$ cat src/rtl/cache_axi_bridge_if.sv
// AXI3-style five-channel bundle between the cache bridge (master) and the memory side (slave).
interface cache_axi_bridge_if #(
    parameter int ADDR_W = 32,
    parameter int DATA_W = 32
);
    logic [3:0]        arid;
    logic [ADDR_W-1:0] araddr;
    logic [7:0]        arlen;
    logic [2:0]        arsize;
    logic [1:0]        arburst;
    logic [1:0]        arlock;
    logic [3:0]        arcache;
    logic [2:0]        arprot;
    logic              arvalid;
    logic              arready;

    logic [3:0]        rid;
    logic [DATA_W-1:0] rdata;
    logic [1:0]        rresp;
    logic              rlast;
    logic              rvalid;
    logic              rready;

    logic [3:0]        awid;
    logic [ADDR_W-1:0] awaddr;
    logic [7:0]        awlen;
    logic [2:0]        awsize;
    logic [1:0]        awburst;
    logic [1:0]        awlock;
    logic [3:0]        awcache;
    logic [2:0]        awprot;
    logic              awvalid;
    logic              awready;

    logic [3:0]          wid;
    logic [DATA_W-1:0]   wdata;
    logic [DATA_W/8-1:0] wstrb;
    logic                wlast;
    logic                wvalid;
    logic                wready;

    logic [3:0]        bid;
    logic [1:0]        bresp;
    logic              bvalid;
    logic              bready;

    modport master (
        output arid, araddr, arlen, arsize, arburst, arlock, arcache, arprot, arvalid,
        input  arready,
        input  rid, rdata, rresp, rlast, rvalid,
        output rready,
        output awid, awaddr, awlen, awsize, awburst, awlock, awcache, awprot, awvalid,
        input  awready,
        output wid, wdata, wstrb, wlast, wvalid,
        input  wready,
        input  bid, bresp, bvalid,
        output bready
    );

    modport slave (
        input  arid, araddr, arlen, arsize, arburst, arlock, arcache, arprot, arvalid,
        output arready,
        output rid, rdata, rresp, rlast, rvalid,
        input  rready,
        input  awid, awaddr, awlen, awsize, awburst, awlock, awcache, awprot, awvalid,
        output awready,
        input  wid, wdata, wstrb, wlast, wvalid,
        output wready,
        output bid, bresp, bvalid,
        input  bready
    );
endinterface

$ cat src/rtl/cache_axi_bridge.sv
// Bridges icache/dcache line and single-beat traffic onto AXI: one outstanding read shared by
// both caches (dcache wins), one outstanding dcache write, reads blocked on a same-line write.
module cache_axi_bridge #(
    parameter int LINE_WORDS = 4,
    parameter int DATA_W     = 32,
    parameter int ADDR_W     = 32
) (
    input  logic                         aclk,
    input  logic                         areset,
    cache_axi_bridge_if.master           axi,

    input  logic                         icache_rd_req,
    input  logic [2:0]                   icache_rd_type,
    input  logic [ADDR_W-1:0]            icache_rd_addr,
    output logic                         icache_rd_rdy,
    output logic                         icache_ret_valid,
    output logic                         icache_ret_last,
    output logic [DATA_W-1:0]            icache_ret_data,

    input  logic                         dcache_rd_req,
    input  logic [2:0]                   dcache_rd_type,
    input  logic [ADDR_W-1:0]            dcache_rd_addr,
    output logic                         dcache_rd_rdy,
    output logic                         dcache_ret_valid,
    output logic                         dcache_ret_last,
    output logic [DATA_W-1:0]            dcache_ret_data,

    input  logic                         dcache_wr_req,
    input  logic [2:0]                   dcache_wr_type,
    input  logic [ADDR_W-1:0]            dcache_wr_addr,
    input  logic [DATA_W/8-1:0]          dcache_wr_wstrb,
    input  logic [LINE_WORDS*DATA_W-1:0] dcache_wr_data,
    output logic                         dcache_wr_rdy,
    output logic                         dcache_wr_done
);
    localparam int         STRB_W    = DATA_W / 8;
    localparam int         BEAT_W    = $clog2(LINE_WORDS);
    localparam int         OFF       = $clog2(LINE_WORDS * STRB_W);
    localparam logic [2:0] FULL_SIZE = 3'($clog2(STRB_W));
    localparam logic [7:0] LINE_LEN  = 8'(LINE_WORDS - 1);
    localparam logic [2:0] T_LINE    = 3'b100;

    typedef enum logic [1:0] {R_IDLE, R_AR, R_DATA} r_state_t;
    typedef enum logic [1:0] {W_IDLE, W_SEND, W_RESP} w_state_t;

    function automatic logic [7:0] len_of(input logic [2:0] t);
        return (t == T_LINE) ? LINE_LEN : 8'd0;
    endfunction

    function automatic logic [2:0] size_of(input logic [2:0] t);
        return (t == T_LINE) ? FULL_SIZE : {1'b0, t[1:0]};
    endfunction

    r_state_t                  r_state;
    logic [ADDR_W-1:0]         rd_addr_q;
    logic [7:0]                rd_len_q;
    logic [2:0]                rd_size_q;
    logic [3:0]                arid_q;

    w_state_t                  w_state;
    logic [ADDR_W-1:0]         wr_addr_q;
    logic [STRB_W-1:0]         wr_strb_q;
    logic [LINE_WORDS*DATA_W-1:0] wr_data_q;
    logic [7:0]                wr_len_q;
    logic [2:0]                wr_size_q;
    logic                      wr_line_q;
    logic [BEAT_W-1:0]         beat;
    logic                      aw_done;
    logic                      w_done;

    logic haz_i, haz_d, i_acc, d_acc, rbeat, aw_hs, w_hs, w_last;

    // Hazard looks at the registered write state, so a write accepted this cycle cannot block a read accepted alongside it.
    assign haz_d = (w_state != W_IDLE) && (dcache_rd_addr[ADDR_W-1:OFF] == wr_addr_q[ADDR_W-1:OFF]);
    assign haz_i = (w_state != W_IDLE) && (icache_rd_addr[ADDR_W-1:OFF] == wr_addr_q[ADDR_W-1:OFF]);

    assign dcache_rd_rdy = (r_state == R_IDLE) && !haz_d;
    assign icache_rd_rdy = (r_state == R_IDLE) && !dcache_rd_req && !haz_i;
    assign d_acc         = dcache_rd_req && dcache_rd_rdy;
    assign i_acc         = icache_rd_req && icache_rd_rdy;

    always_ff @(posedge aclk) begin
        if (areset) begin
            r_state   <= R_IDLE;
            rd_addr_q <= '0;
            rd_len_q  <= '0;
            rd_size_q <= '0;
            arid_q    <= '0;
        end else begin
            case (r_state)
                R_IDLE: begin
                    if (d_acc) begin
                        rd_addr_q <= dcache_rd_addr;
                        rd_len_q  <= len_of(dcache_rd_type);
                        rd_size_q <= size_of(dcache_rd_type);
                        arid_q    <= 4'd1;
                        r_state   <= R_AR;
                    end else if (i_acc) begin
                        rd_addr_q <= icache_rd_addr;
                        rd_len_q  <= len_of(icache_rd_type);
                        rd_size_q <= size_of(icache_rd_type);
                        arid_q    <= 4'd0;
                        r_state   <= R_AR;
                    end
                end
                R_AR:    if (axi.arready) r_state <= R_DATA;
                R_DATA:  if (axi.rvalid && axi.rlast) r_state <= R_IDLE;
                default: r_state <= R_IDLE;
            endcase
        end
    end

    assign axi.arid    = arid_q;
    assign axi.araddr  = rd_addr_q;
    assign axi.arlen   = rd_len_q;
    assign axi.arsize  = rd_size_q;
    assign axi.arburst = 2'b01;
    assign axi.arlock  = 2'b00;
    assign axi.arcache = 4'd0;
    assign axi.arprot  = 3'd0;
    assign axi.arvalid = (r_state == R_AR) && !areset;
    assign axi.rready  = (r_state == R_DATA) && !areset;

    // Return routing follows the id we issued; rid is not trusted.
    assign rbeat            = axi.rvalid && axi.rready;
    assign dcache_ret_valid = rbeat && arid_q[0];
    assign icache_ret_valid = rbeat && !arid_q[0];
    assign dcache_ret_last  = dcache_ret_valid && axi.rlast;
    assign icache_ret_last  = icache_ret_valid && axi.rlast;
    assign dcache_ret_data  = axi.rdata;
    assign icache_ret_data  = axi.rdata;

    assign aw_hs  = axi.awvalid && axi.awready;
    assign w_hs   = axi.wvalid && axi.wready;
    assign w_last = ({{(8-BEAT_W){1'b0}}, beat} == wr_len_q);

    always_ff @(posedge aclk) begin
        if (areset) begin
            w_state   <= W_IDLE;
            wr_addr_q <= '0;
            wr_strb_q <= '0;
            wr_data_q <= '0;
            wr_len_q  <= '0;
            wr_size_q <= '0;
            wr_line_q <= 1'b0;
            beat      <= '0;
            aw_done   <= 1'b0;
            w_done    <= 1'b0;
        end else begin
            case (w_state)
                W_IDLE: begin
                    if (dcache_wr_req) begin
                        wr_addr_q <= dcache_wr_addr;
                        wr_strb_q <= dcache_wr_wstrb;
                        wr_data_q <= dcache_wr_data;
                        wr_len_q  <= len_of(dcache_wr_type);
                        wr_size_q <= size_of(dcache_wr_type);
                        wr_line_q <= (dcache_wr_type == T_LINE);
                        beat      <= '0;
                        aw_done   <= 1'b0;
                        w_done    <= 1'b0;
                        w_state   <= W_SEND;
                    end
                end
                W_SEND: begin
                    if (aw_hs) aw_done <= 1'b1;
                    if (w_hs) begin
                        beat <= beat + 1'b1;
                        if (w_last) w_done <= 1'b1;
                    end
                    if ((aw_done || aw_hs) && (w_done || (w_hs && w_last)))
                        w_state <= W_RESP;
                end
                W_RESP:  if (axi.bvalid) w_state <= W_IDLE;
                default: w_state <= W_IDLE;
            endcase
        end
    end

    assign dcache_wr_rdy  = (w_state == W_IDLE);
    assign dcache_wr_done = (w_state == W_RESP) && axi.bvalid && !areset;

    assign axi.awid    = 4'd1;
    assign axi.awaddr  = wr_addr_q;
    assign axi.awlen   = wr_len_q;
    assign axi.awsize  = wr_size_q;
    assign axi.awburst = 2'b01;
    assign axi.awlock  = 2'b00;
    assign axi.awcache = 4'd0;
    assign axi.awprot  = 3'd0;
    assign axi.awvalid = (w_state == W_SEND) && !aw_done && !areset;

    assign axi.wid    = 4'd1;
    assign axi.wdata  = wr_data_q[beat*DATA_W +: DATA_W];
    assign axi.wstrb  = wr_line_q ? {STRB_W{1'b1}} : wr_strb_q;
    assign axi.wlast  = w_last;
    assign axi.wvalid = (w_state == W_SEND) && !w_done && !areset;
    assign axi.bready = (w_state == W_RESP) && !areset;

    logic unused_resp;
    assign unused_resp = ^{axi.rid, axi.rresp, axi.bid, axi.bresp};
endmodule

$ cat src/flat_wrapper.sv
// flat-port wrapper written by rule: the top's interface ports become plain ports
module cache_axi_bridge_flat 
#(
    parameter int LINE_WORDS = 4,
    parameter int DATA_W     = 32,
    parameter int ADDR_W     = 32
)
  (aclk, areset, icache_rd_req, icache_rd_type, icache_rd_addr, icache_rd_rdy, icache_ret_valid, icache_ret_last, icache_ret_data, dcache_rd_req, dcache_rd_type, dcache_rd_addr, dcache_rd_rdy, dcache_ret_valid, dcache_ret_last, dcache_ret_data, dcache_wr_req, dcache_wr_type, dcache_wr_addr, dcache_wr_wstrb, dcache_wr_data, dcache_wr_rdy, dcache_wr_done, axi_arid, axi_araddr, axi_arlen, axi_arsize, axi_arburst, axi_arlock, axi_arcache, axi_arprot, axi_arvalid, axi_arready, axi_rid, axi_rdata, axi_rresp, axi_rlast, axi_rvalid, axi_rready, axi_awid, axi_awaddr, axi_awlen, axi_awsize, axi_awburst, axi_awlock, axi_awcache, axi_awprot, axi_awvalid, axi_awready, axi_wid, axi_wdata, axi_wstrb, axi_wlast, axi_wvalid, axi_wready, axi_bid, axi_bresp, axi_bvalid, axi_bready);
  cache_axi_bridge_if #(.ADDR_W(ADDR_W), .DATA_W(DATA_W)) axi_i ();
  input  logic aclk;
  input  logic areset;
  input  logic icache_rd_req;
  input  logic [2:0] icache_rd_type;
  input  logic [ADDR_W-1:0] icache_rd_addr;
  output logic icache_rd_rdy;
  output logic icache_ret_valid;
  output logic icache_ret_last;
  output logic [DATA_W-1:0] icache_ret_data;
  input  logic dcache_rd_req;
  input  logic [2:0] dcache_rd_type;
  input  logic [ADDR_W-1:0] dcache_rd_addr;
  output logic dcache_rd_rdy;
  output logic dcache_ret_valid;
  output logic dcache_ret_last;
  output logic [DATA_W-1:0] dcache_ret_data;
  input  logic dcache_wr_req;
  input  logic [2:0] dcache_wr_type;
  input  logic [ADDR_W-1:0] dcache_wr_addr;
  input  logic [DATA_W/8-1:0] dcache_wr_wstrb;
  input  logic [LINE_WORDS*DATA_W-1:0] dcache_wr_data;
  output logic dcache_wr_rdy;
  output logic dcache_wr_done;
  output wire logic [$bits(axi_i.arid)-1:0] axi_arid;
  output wire logic [$bits(axi_i.araddr)-1:0] axi_araddr;
  output wire logic [$bits(axi_i.arlen)-1:0] axi_arlen;
  output wire logic [$bits(axi_i.arsize)-1:0] axi_arsize;
  output wire logic [$bits(axi_i.arburst)-1:0] axi_arburst;
  output wire logic [$bits(axi_i.arlock)-1:0] axi_arlock;
  output wire logic [$bits(axi_i.arcache)-1:0] axi_arcache;
  output wire logic [$bits(axi_i.arprot)-1:0] axi_arprot;
  output wire logic [$bits(axi_i.arvalid)-1:0] axi_arvalid;
  input wire logic [$bits(axi_i.arready)-1:0] axi_arready;
  input wire logic [$bits(axi_i.rid)-1:0] axi_rid;
  input wire logic [$bits(axi_i.rdata)-1:0] axi_rdata;
  input wire logic [$bits(axi_i.rresp)-1:0] axi_rresp;
  input wire logic [$bits(axi_i.rlast)-1:0] axi_rlast;
  input wire logic [$bits(axi_i.rvalid)-1:0] axi_rvalid;
  output wire logic [$bits(axi_i.rready)-1:0] axi_rready;
  output wire logic [$bits(axi_i.awid)-1:0] axi_awid;
  output wire logic [$bits(axi_i.awaddr)-1:0] axi_awaddr;
  output wire logic [$bits(axi_i.awlen)-1:0] axi_awlen;
  output wire logic [$bits(axi_i.awsize)-1:0] axi_awsize;
  output wire logic [$bits(axi_i.awburst)-1:0] axi_awburst;
  output wire logic [$bits(axi_i.awlock)-1:0] axi_awlock;
  output wire logic [$bits(axi_i.awcache)-1:0] axi_awcache;
  output wire logic [$bits(axi_i.awprot)-1:0] axi_awprot;
  output wire logic [$bits(axi_i.awvalid)-1:0] axi_awvalid;
  input wire logic [$bits(axi_i.awready)-1:0] axi_awready;
  output wire logic [$bits(axi_i.wid)-1:0] axi_wid;
  output wire logic [$bits(axi_i.wdata)-1:0] axi_wdata;
  output wire logic [$bits(axi_i.wstrb)-1:0] axi_wstrb;
  output wire logic [$bits(axi_i.wlast)-1:0] axi_wlast;
  output wire logic [$bits(axi_i.wvalid)-1:0] axi_wvalid;
  input wire logic [$bits(axi_i.wready)-1:0] axi_wready;
  input wire logic [$bits(axi_i.bid)-1:0] axi_bid;
  input wire logic [$bits(axi_i.bresp)-1:0] axi_bresp;
  input wire logic [$bits(axi_i.bvalid)-1:0] axi_bvalid;
  output wire logic [$bits(axi_i.bready)-1:0] axi_bready;
  assign axi_arid = axi_i.arid;
  assign axi_araddr = axi_i.araddr;
  assign axi_arlen = axi_i.arlen;
  assign axi_arsize = axi_i.arsize;
  assign axi_arburst = axi_i.arburst;
  assign axi_arlock = axi_i.arlock;
  assign axi_arcache = axi_i.arcache;
  assign axi_arprot = axi_i.arprot;
  assign axi_arvalid = axi_i.arvalid;
  assign axi_i.arready = axi_arready;
  assign axi_i.rid = axi_rid;
  assign axi_i.rdata = axi_rdata;
  assign axi_i.rresp = axi_rresp;
  assign axi_i.rlast = axi_rlast;
  assign axi_i.rvalid = axi_rvalid;
  assign axi_rready = axi_i.rready;
  assign axi_awid = axi_i.awid;
  assign axi_awaddr = axi_i.awaddr;
  assign axi_awlen = axi_i.awlen;
  assign axi_awsize = axi_i.awsize;
  assign axi_awburst = axi_i.awburst;
  assign axi_awlock = axi_i.awlock;
  assign axi_awcache = axi_i.awcache;
  assign axi_awprot = axi_i.awprot;
  assign axi_awvalid = axi_i.awvalid;
  assign axi_i.awready = axi_awready;
  assign axi_wid = axi_i.wid;
  assign axi_wdata = axi_i.wdata;
  assign axi_wstrb = axi_i.wstrb;
  assign axi_wlast = axi_i.wlast;
  assign axi_wvalid = axi_i.wvalid;
  assign axi_i.wready = axi_wready;
  assign axi_i.bid = axi_bid;
  assign axi_i.bresp = axi_bresp;
  assign axi_i.bvalid = axi_bvalid;
  assign axi_bready = axi_i.bready;
  cache_axi_bridge #(.LINE_WORDS(LINE_WORDS), .DATA_W(DATA_W), .ADDR_W(ADDR_W)) u_core (.aclk(aclk), .areset(areset), .axi(axi_i), .icache_rd_req(icache_rd_req), .icache_rd_type(icache_rd_type), .icache_rd_addr(icache_rd_addr), .icache_rd_rdy(icache_rd_rdy), .icache_ret_valid(icache_ret_valid), .icache_ret_last(icache_ret_last), .icache_ret_data(icache_ret_data), .dcache_rd_req(dcache_rd_req), .dcache_rd_type(dcache_rd_type), .dcache_rd_addr(dcache_rd_addr), .dcache_rd_rdy(dcache_rd_rdy), .dcache_ret_valid(dcache_ret_valid), .dcache_ret_last(dcache_ret_last), .dcache_ret_data(dcache_ret_data), .dcache_wr_req(dcache_wr_req), .dcache_wr_type(dcache_wr_type), .dcache_wr_addr(dcache_wr_addr), .dcache_wr_wstrb(dcache_wr_wstrb), .dcache_wr_data(dcache_wr_data), .dcache_wr_rdy(dcache_wr_rdy), .dcache_wr_done(dcache_wr_done));
endmodule
$ cat config.mk
export PLATFORM = sky130hd
export DESIGN_NAME = cache_axi_bridge_flat
export DESIGN_NICKNAME = d
export VERILOG_FILES = /design/src/rtl/cache_axi_bridge_if.sv /design/src/rtl/cache_axi_bridge.sv /design/src/flat_wrapper.sv
export SDC_FILE = /design/constraint.sdc
export NUM_CORES = 1
export LEC_CHECK = 0
export ABC_CLOCK_PERIOD_IN_PS = 2600
export BUFFER_PORTS_ARGS = -buffer_cell sky130_fd_sc_hd__buf_2
export CELL_PAD_IN_SITES_DETAIL_PLACEMENT = 1
export CELL_PAD_IN_SITES_GLOBAL_PLACEMENT = 1
export CORE_AREA = 2 2 207 209
export CTS_BUF_LIST = sky130_fd_sc_hd__clkbuf_8
export DETAILED_ROUTE_END_ITERATION = 7
export DIE_AREA = 0 0 209 211
export PLACE_DENSITY_LB_ADDON = 0.1
export REMOVE_ABC_BUFFERS = 1
export SKIP_LAST_GASP = 1
export SLEW_MARGIN = 10
export SYNTH_ARGS = -nofsm -noshare
export SYNTH_HDL_FRONTEND = slang
export SYNTH_SLANG_ARGS = --single-unit
$ cat constraint.sdc
create_clock -name aclk -period 2.6 [get_ports aclk]
set_input_delay 0.13 -clock aclk [delete_from_list [all_inputs] [get_ports aclk]]
set_output_delay 0.13 -clock aclk [all_outputs]
set_load 0.005 [all_outputs]
* Word-level counts from Yosys, hierarchy flattened
Cells that the tools add are included.
Storage, ports and cells: register bits after elaboration 231, input bits 292, output and inout port bits 234, logic and storage cells 116
Operators by class: reductions and logical operators 47, equal/unequal tests 19, mux-type cells 33, shifts and indexed selects 1, add/sub/neg operators 1
Operators by type and width (number):
- indexed part select 128 x 8 -> 32 bit | 1
- 2-to-1 mux 32 bit | 2
- == test 28 bit | 2
- 2-to-1 mux 2 bit | 15
- logical AND 1 bit | 26
- 2-to-1 mux 8 bit | 2
- 2-to-1 mux 4 bit | 3
- case mux 2 bit (3 select lines) | 2
- AND reduction 3 bit | 4
- != test 2 x 1 -> 1 bit (second input constant) | 5
- == test 3 bit (second input constant) | 3
- == test 2 x 8 -> 1 bit | 1
- zero test 1 bit | 7
- 2-to-1 mux 3 bit | 2
- != test 2 bit (second input constant) | 3
- nonzero test 2 bit | 3
- == test 2 x 1 -> 1 bit (second input constant) | 2
- == test 2 bit (second input constant) | 2
- zero test 2 bit | 2
- 2-to-1 mux 1 bit | 4
- case mux 1 bit (2 select lines) | 2
- case mux 2 bit (2 select lines) | 1
- AND reduction 2 bit | 2
- AND reduction 4 bit | 1
- 3 further kinds | 4

* Longest topological paths before layout
Gate-level depths: netlist of run 1.
depth in word-level cells 9, depth in mapped cells 8, depth with buffers taken out 6

* Least setup slack after synthesis of run 1
No wires, ideal clock.
path kind register -> register, from reg u_core.wr_addr_q[13], in the netlist u_core.axi.awaddr[13], to reg u_core.rd_addr_q[10], in the netlist u_core.axi.araddr[10], setup time 146 ps, cell stages (with the launch flop) 9, arrival time 1724 ps, data required time 2454 ps, path buffers 2, period minus slack after synthesis 1870 ps, setup slack 730 ps, path through dfxtp_1 xor2_1 nor4_2 nand4_1 o211ai_2 buf_6 buf_12 mux2i_1 a211oi_2
On the way: longest elaborated chain between the ends 7, elaborated cells on any way between the ends 13, classes of those cells 2 x eq/ne; 1 x mux; 10 x reduce/logical
Ends and longest elaborated chain:
- from (decl) | line cache_axi_bridge.sv:61 | logic [ADDR_W-1:0] wr_addr_q;
- from (signal assigned) | line cache_axi_bridge.sv:153 | wr_addr_q <= dcache_wr_addr;
- == test 28 bit, on equally long branches | line cache_axi_bridge.sv:74, cache_axi_bridge.sv:75
- logical AND 1 bit, on equally long branches | line cache_axi_bridge.sv:74, cache_axi_bridge.sv:75
- zero test 1 bit, on equally long branches | line cache_axi_bridge.sv:77, cache_axi_bridge.sv:78
- logical AND 1 bit, on equally long branches | line cache_axi_bridge.sv:77, cache_axi_bridge.sv:78
- logical AND 1 bit, on equally long branches | line cache_axi_bridge.sv:79, cache_axi_bridge.sv:80
- nonzero test 2 bit (no line)
- AND reduction 2 bit (no line)
- to (signal assigned) | line cache_axi_bridge.sv:93 | rd_addr_q <= dcache_rd_addr;
- to (signal assigned) | line cache_axi_bridge.sv:99 | rd_addr_q <= icache_rd_addr;
- to (decl) | line cache_axi_bridge.sv:55 | logic [ADDR_W-1:0] rd_addr_q;
Parallel ways exist; a longest one is shown, timed or not. A chain may end at the register's enable or synchronous reset.

* Worst setup path after layout of run 1
from reg u_core.wr_addr_q[13], in the netlist u_core.axi.awaddr[13], to out icache_rd_rdy
On the way: longest elaborated chain between the ends 4
Ends and longest elaborated chain:
- == test 28 bit | line cache_axi_bridge.sv:75 | assign haz_i = (w_state != W_IDLE) && (icache_rd_addr[ADDR_W-1:OFF] == wr_addr_q[ADDR_W-1:OFF]);
- logical AND 1 bit | line cache_axi_bridge.sv:75
- zero test 1 bit | line cache_axi_bridge.sv:78 | assign icache_rd_rdy = (r_state == R_IDLE) && !dcache_rd_req && !haz_i;
- logical AND 1 bit | line cache_axi_bridge.sv:78
- to (decl) | line flat_wrapper.sv:15 | output logic icache_rd_rdy;
Every way passes these cells.

==> run_results.csv, run 1 <==
group,metric,value,unit
finish,area.growth.synth_to_final,54.3,%
clock_tree,cts_buffers,44,
logic_synthesis,synth.largest_area_cell,"dfxtp_1",
setup_path,critical-path-slowest-cell,"nor4_2",
logic_synthesis,dominantRegCellSynth,"dfxtp_1",
setup_path,critical_path_required,2470,ps
global_route,overflow,0,
routing,route.detailed.vias_per_inst,4.37,
timing,rsz0062_at_grt,"false",
floorplanning,core_region_area,0.0418,mm²
logic_synthesis,area_share_of_and_or_nand_nor_cells_after_synthesis,17.5,%
clock_tree,clock_sink_count,211,
logic_synthesis,post_synth_edffs,0,
logic_synthesis,synthDistinctLibCells,37,
setup_path,r2r_slack,320,ps
finish,layout-drive-gt1-share,29.1,%
routing,detailedRoute.firstPassIterationCount,5,
timing,finalCriticalPeriod,2290,ps
setup_path,worstSetupEndpointType,"output pin",
floorplanning,floorplan.initialDensity,24.3,%
setup_path,crit_path_max_incr_delay,390,ps
logic_synthesis,netlist_instances,1190,
clock_tree,cts_setup_buffers,0,
global_route,grt_antenna_before_repair,3,
power,static-leakage-power,7.20,nW
logic_synthesis,synth-compound-area-share,13.3,%
global_route,grt_max_degree,114,
floorplanning,die_h,211,µm
timing,setup_viol_count_final,0,
clock_tree,clock_transition_at_the_register_clock_pins_on_the_worst_setup_and_hold_paths_after_cts,50,ps
setup_path,worstPathMaxFanout,4,
routing,drc_errors,0,
logic_synthesis,synth.area.top_cells,"dfxtp_1 42%, nand2_1 12%, a21oi_1 8.6%",
setup_path,reg2reg_from,"u_core.w_state[1]",
floorplanning,die_x,209,µm
job,max_cap_viol_count,0,
clock_tree,ctsRootBufferMaster,"clkbuf_8",
placement,buffer_ports.inserted,370,
power,internal-power,6.10,mW
logic_synthesis,synth_seq_cells,211,
finish,finalNonFillerCells,2335,
hold_path,worstHoldPathCells,5,
global_route,first_global_vias,10800,
logic_synthesis,yosysSeqAreaShare,41.6,%
global_route,global_route_wire_length_before_repair,64400,µm
setup_path,crit_chain,"xor2_1, nor4_2, nand4_1, o21a_1, buf_2",
logic_synthesis,synthAdderAreaFrac,0,%
logic_synthesis,synth_async_sr_flop_share,0,%
routing,drt_iter0_drc,341,
timing,timing_hold_violations_final,0,
power,clockPowerShare,38.2,%
timing,worstMarginPinSlew,671,ps
status,outcome,"finished, final reports clean",
power,powerDensity,552,mW/mm²
logic_synthesis,postSynthAreaPerCell,8.54,µm²
power,combinationalPowerShare,20.0,%
power,sw_frac_of_total,29.4,%
timing,slew-limit-headroom,55.2,%
floorplanning,die_area,0.0441,mm²
clock_tree,post_cts.resized_instances,0,
routing,drt-wirelength-per-cell,18.4,µm
setup_path,r2r_cells,7,
setup_path,critical_path_arrival,2160,ps
power,power_frac_seq,41.9,%
setup_path,criticalPathCategory,"reg -> out",
timing,slew_viol_final,0,
hold_path,end_point_of_the_worst_hold_path,"u_core.axi.awlen[0]",
timing,max_clock_freq,436,MHz
logic_synthesis,dominant_combinational_cell_family_by_area_after_synthesis,"simple AND/OR/NAND/NOR gates",
logic_synthesis,synth.cell_area,0.0102,mm²
routing,vias,10200,
placement,place.gp.congestion,0.756,
global_route,global_route.usage.met2,30.1,%
clock_tree,cts.path.max_buffers,3,
clock_tree,worst_skew_pair.late_latency,600,ps
finish,post_route_core_utilization,37.5,%
routing,route.final.wire_length,43000,µm
routing,drt.antenna.violating_nets,0,
logic_synthesis,synth.yosys.warnings,0,
placement,dpl.cell_count,1976,
global_route,busiest_layer,"met2",
setup_path,regToRegEndpoint,"u_core.aw_done",
global_route,grt_use_total,19.0,%
hold_path,hold_path.class,"in -> reg",
power,power.ir.vdd_worst,0.000304,V
finish,finish.net_count,2059,
floorplanning,fp-row-count,75,
logic_synthesis,synth_most_common_cell,"nand2_1",
power,power.switching,2.54,mW
global_route,grtUsageMet3,7.88,%
setup_path,worstSetupStartpointType,"flip-flop",
floorplanning,floorplan.io_pins,526,
timing,final_worst_clock_skew,27.8,ps
logic_synthesis,muxShareOfSynthArea,10.5,%
logic_synthesis,ys_top_cells_by_count,"336 x nand2_1, 211 x dfxtp_1, 175 x a21oi_1, 114 x buf_4, 56 x xor2_1",
clock_tree,cts.htree.levels,2,
global_route,use_met1,23.5,%
clock_tree,hold_buffers,284,
clock_tree,cts_tree,"built",
logic_synthesis,synth_xor_area_share,4.83,%
placement,detailed_place_hpwl,29600,µm
logic_synthesis,netlist.area_leader.share,41.6,%
timing,fin_crit_sh,88.2,%
hold_path,holdCritStartpoint,"dcache_wr_type[2]",
## flip-flops by register name, indices dropped and copies added (netlist names), 2 cells and up
signal,flops
u_core.axi.araddr,32
u_core.axi.arsize,2
u_core.axi.awaddr,32
u_core.axi.awsize,2
u_core.beat,2
u_core.r_state,2
u_core.w_state,2
u_core.wr_data_q,128
u_core.wr_strb_q,4
## routing by layer
layer	up-vias	routed length, µm
met1	4804	18800
li1	4974	-
met5	-	101
met4	4	772
met3	56	3820
met2	366	19400
## power by group through the flow
| stage | combinational, mW | clock, mW | sequential (mW) |
|---|---|---|---|
| finish | 1.72 | 3.30 | 3.62 |
| global route | 1.90 | 3.63 | 3.65 |
| CTS | 1.75 | 3.47 | 3.62 |
| detailed placement | 1.39 | 0 | 3.69 |
| global placement | 1.38 | 0 | 3.68 |
| floorplan | 0.671 | 0 | 3.66 |
## worst max path at each step
stage	slack [ps]	startpoint	to
after floorplan	-1420	u_core.w_state[1]	u_core.beat[1]
after global placement	300	u_core.axi.awaddr[22]	u_core.axi.araddr[10]
after detailed placement	300	u_core.axi.awaddr[22]	u_core.axi.araddr[9]
after CTS	160	u_core.axi.awaddr[22]	icache_rd_rdy
after global routing	70	u_core.axi.awaddr[21]	icache_rd_rdy
final	310	u_core.axi.awaddr[13]	icache_rd_rdy
## metrics by stage
step           setup slack, ps  TNS (ps)  total power [mW]  instance area, µm²  hold WS (ps)
2_1_floorplan            -1420   -222650              4.33                9100           195
3_3_place_gp               298         0              5.06               12000           260
3_5_place_dp               297         0              5.08               12000           260
4_1_cts                    163         0              8.84               15700          38.9
5_1_grt                   73.4         0              9.18               15700           104
6_report                   306         0              8.64               15700           102
## worst max-delay path, delay by kind of cell (launching register included)
kind                      cells  cell delay, ps
xor gates and xnor gates      1             180
AOI/OAI and AO/OA             1             250
DFF                           1             350
and+or+nand+nor               2             650
buffers and inverters         1             140
## cell usage in the layout (no fill, tap or decap), types with 5 or more instances in the layout
master and count:
xor2_1 56, a211oi_2 27, a21oi_1 175, dlygate4sd3_1 284
buf_4 12, buf_12 14, conb_1 47, dfxtp_1 209
nand2b_1 5, nor4_1 10, nand2_1 335, mux2i_1 35
mux4_2 32, nor2_1 49, inv_1 22, a211oi_1 7
buf_2 369, nor3_1 10, clkbuf_8 51
## cell type report
| cell class | count | area (µm²) |
|---|---|---|
| fill | 4991 | 26100 |
| timing repair buffer | 680 | 5070 |
| multi-input combinational | 826 | 4890 |
| sequential | 211 | 4230 |
| clock buffer | 50 | 688 |
| tap | 539 | 674 |
| clock inverter | 22 | 100 |
| inverter | 4 | 15.0 |
| antenna | 3 | 7.51 |
## cells by family (layout without fill, tap and decap cells)
family / Yosys count / count (layout)
AOI/OAI and AO/OA: 219 / 219
muxes: 67 / 67
xor gates and xnor gates: 56 / 56
other: 2 / 50
DFF: 211 / 211
buffers and inverters: 198 / 756
and+or+nand+nor: 437 / 437
(Power assumes the default switching activity.)
==> inputs of run 2 (changes only) <==
- CTS_BUF_LIST: sky130_fd_sc_hd__clkbuf_8 -> sky130_fd_sc_hd__clkbuf_4 sky130_fd_sc_hd__clkbuf_8
- RECOVER_POWER: not set -> 25
==> run 2 against run 1 <==
  * Clock skew rose by 4.3 ps
  * First-iteration DRC count rose by 6.5%
  * Clock-buffer cell count rose by 18
  * Utilization rose by 0.093 points
  * Combinational power barely moved
  * Register-to-register slack barely moved
  * Sequential power barely moved
  * Total power rose by 2.7%
  * Sequential share of layout area fell by 0.067 points
  * Global-route usage barely moved
  * Via count fell by 0.38%
  * Critical endpoint is now dcache_rd_rdy
  * Largest power group unchanged
==> run_results.csv, run 2 (synthesized netlist as in run 1, its figures left out) <==
group,metric,value,unit
clock_tree,cts.htree.levels,2,
placement,buffer_ports.inserted,370,
power,power.switching,2.53,mW
setup_path,critical_path_arrival,2160,ps
floorplanning,floorplan.initialDensity,24.3,%
clock_tree,post_cts.resized_instances,0,
placement,place.gp.congestion,0.756,
clock_tree,clock_transition_at_the_register_clock_pins_on_the_worst_setup_and_hold_paths_after_cts,50,ps
global_route,first_global_vias,10800,
power,sw_frac_of_total,28.5,%
routing,drc_errors,0,
setup_path,worstSetupStartpointType,"flip-flop",
floorplanning,die_x,209,µm
placement,detailed_place_hpwl,29600,µm
clock_tree,worst_skew_pair.late_latency,600,ps
power,static-leakage-power,7.10,nW
finish,largest_register_ff_count,128,
setup_path,critical_path_required,2470,ps
timing,max_clock_freq,437,MHz
placement,dpl.cell_count,1976,
setup_path,worstPathMaxFanout,4,
global_route,grt_use_total,19.0,%
power,power.ir.vdd_worst,0.000340,V
power,power_frac_seq,40.8,%
clock_tree,cts_setup_buffers,0,
routing,drt-wirelength-per-cell,18.4,µm
clock_tree,cts_buffers,44,
routing,route.detailed.vias_per_inst,4.35,
routing,drt.antenna.violating_nets,0,
power,clockPowerShare,39.9,%
timing,slew_viol_final,0,
timing,setup_viol_count_final,0,
job,max_cap_viol_count,0,
floorplanning,fp-row-count,75,
finish,multi_input_comb_area,0.00489,mm²
power,powerDensity,565,mW/mm²
power,internal-power,6.35,mW
floorplanning,floorplan.io_pins,526,
global_route,overflow,0,
power,overall_power,8.88,mW
finish,finish.net_count,2059,
finish,post_route_core_utilization,37.6,%
status,outcome,"finished, final reports clean",
setup_path,criticalPathCategory,"reg -> out",
global_route,grt_antenna_before_repair,3,
routing,detailedRoute.firstPassIterationCount,4,
hold_path,hold_path.class,"in -> reg",
timing,worst_hold_slack,106,ps
finish,finalNonFillerCells,2335,
power,combinationalPowerShare,19.3,%
finish,layout.cells.most_common,"buf_2",
finish,area.growth.synth_to_final,54.7,%
timing,slew-limit-headroom,55.4,%
routing,drt_iter0_drc,363,
finish,layout.area.seq,0.00423,mm²
timing,worstMarginPinSlew,669,ps
finish,n_fill_cell,4992,
timing,final_worst_clock_skew,32.2,ps
clock_tree,hold_buffers,284,
finish,largest_register,"u_core.wr_data_q",
floorplanning,core_region_area,0.0418,mm²
global_route,grt_max_degree,114,
finish,layout-drive-gt1-share,28.8,%
timing,rsz0062_at_grt,"false",
clock_tree,ctsRootBufferMaster,"clkbuf_8",
finish,top_library_cells_by_usage_in_the_layout_fill_and_taps_aside,"346 x buf_2, 335 x nand2_1, 284 x dlygate4sd3_1",
clock_tree,clock_sink_count,211,
global_route,global_route_wire_length_before_repair,64500,µm
clock_tree,cts.path.max_buffers,3,
routing,route.final.wire_length,43100,µm
timing,fin_crit_sh,88.1,%
floorplanning,die_h,211,µm
timing,timing_hold_violations_final,0,
clock_tree,cts_tree,"built",
timing,finalCriticalPeriod,2290,ps
routing,vias,10200,
floorplanning,die_area,0.0441,mm²
setup_path,worstSetupEndpointType,"output pin",
[run 2: changes by cell type in the layout (fill, tap and decap cells not counted)]
cell	change
buf_2	-23
clkbuf_1	+22
clkbuf_4	+18
inv_1	-18
buf_1	+1
[run 2: worst paths after layout]
check,start,endpoint,slack [ps],cells after the start
setup / recovery,u_core.axi.awaddr[28],dcache_rd_rdy,310,5
hold reg to reg,u_core.wr_data_q[115],u_core.wr_data_q[115],450,2
setup reg to reg,u_core.w_state[1],u_core.aw_done,320,7
hold / removal,dcache_wr_type[2],u_core.axi.awlen[0],110,5
[run 2: power by group through the flow]
stage / Combinational, mW / Sequential (mW) / Clock, mW
final: 1.72 / 3.62 / 3.54
after global routing: 1.89 / 3.65 / 3.89
after CTS: 1.75 / 3.62 / 3.73
after detailed placement: 1.39 / 3.69 / 0
after global placement: 1.38 / 3.68 / 0
after floorplan: 0.671 / 3.66 / 0
[run 2: layer usage]
| metal | wire, µm | track usage [%] |
|---|---|---|
| met5 | 101 | 2.67 |
| met4 | 748 | 5.37 |
| met3 | 3840 | 7.94 |
| met2 | 19500 | 30.3 |
| met1 | 18800 | 23.4 |
[run 2: critical path, stage by stage, from the launching register on]
cell and delay, ps:
dfxtp_1 360, xor2_1 220, nor4_1 370, nand4_1 260, o21a_1 230, buf_2 140
[run 2: area by class of cell]
type                            instances  share of cell area [%]
Clock buffer                           68                    5.24
Sequential cell                       211                    26.9
Multi-Input combinational cell        826                    31.1
Timing Repair Buffer                  680                    32.1
Antenna cell                            3                  0.0478
Tap cell                              539                    4.29
Clock inverter                          4                   0.207
Inverter                                4                  0.0956
[run 2: per-stage QoR]
| stage | setup slack, ps | instance area, µm² | setup TNS, ps |
|---|---|---|---|
| detailed placement | 297 | 12000 | 0 |
| finish | 310 | 15700 | 0 |
| global placement | 298 | 12000 | 0 |
| CTS | 163 | 15700 | 0 |
| global route | 74.1 | 15700 | 0 |
| floorplan | -1420 | 9100 | -222650 |
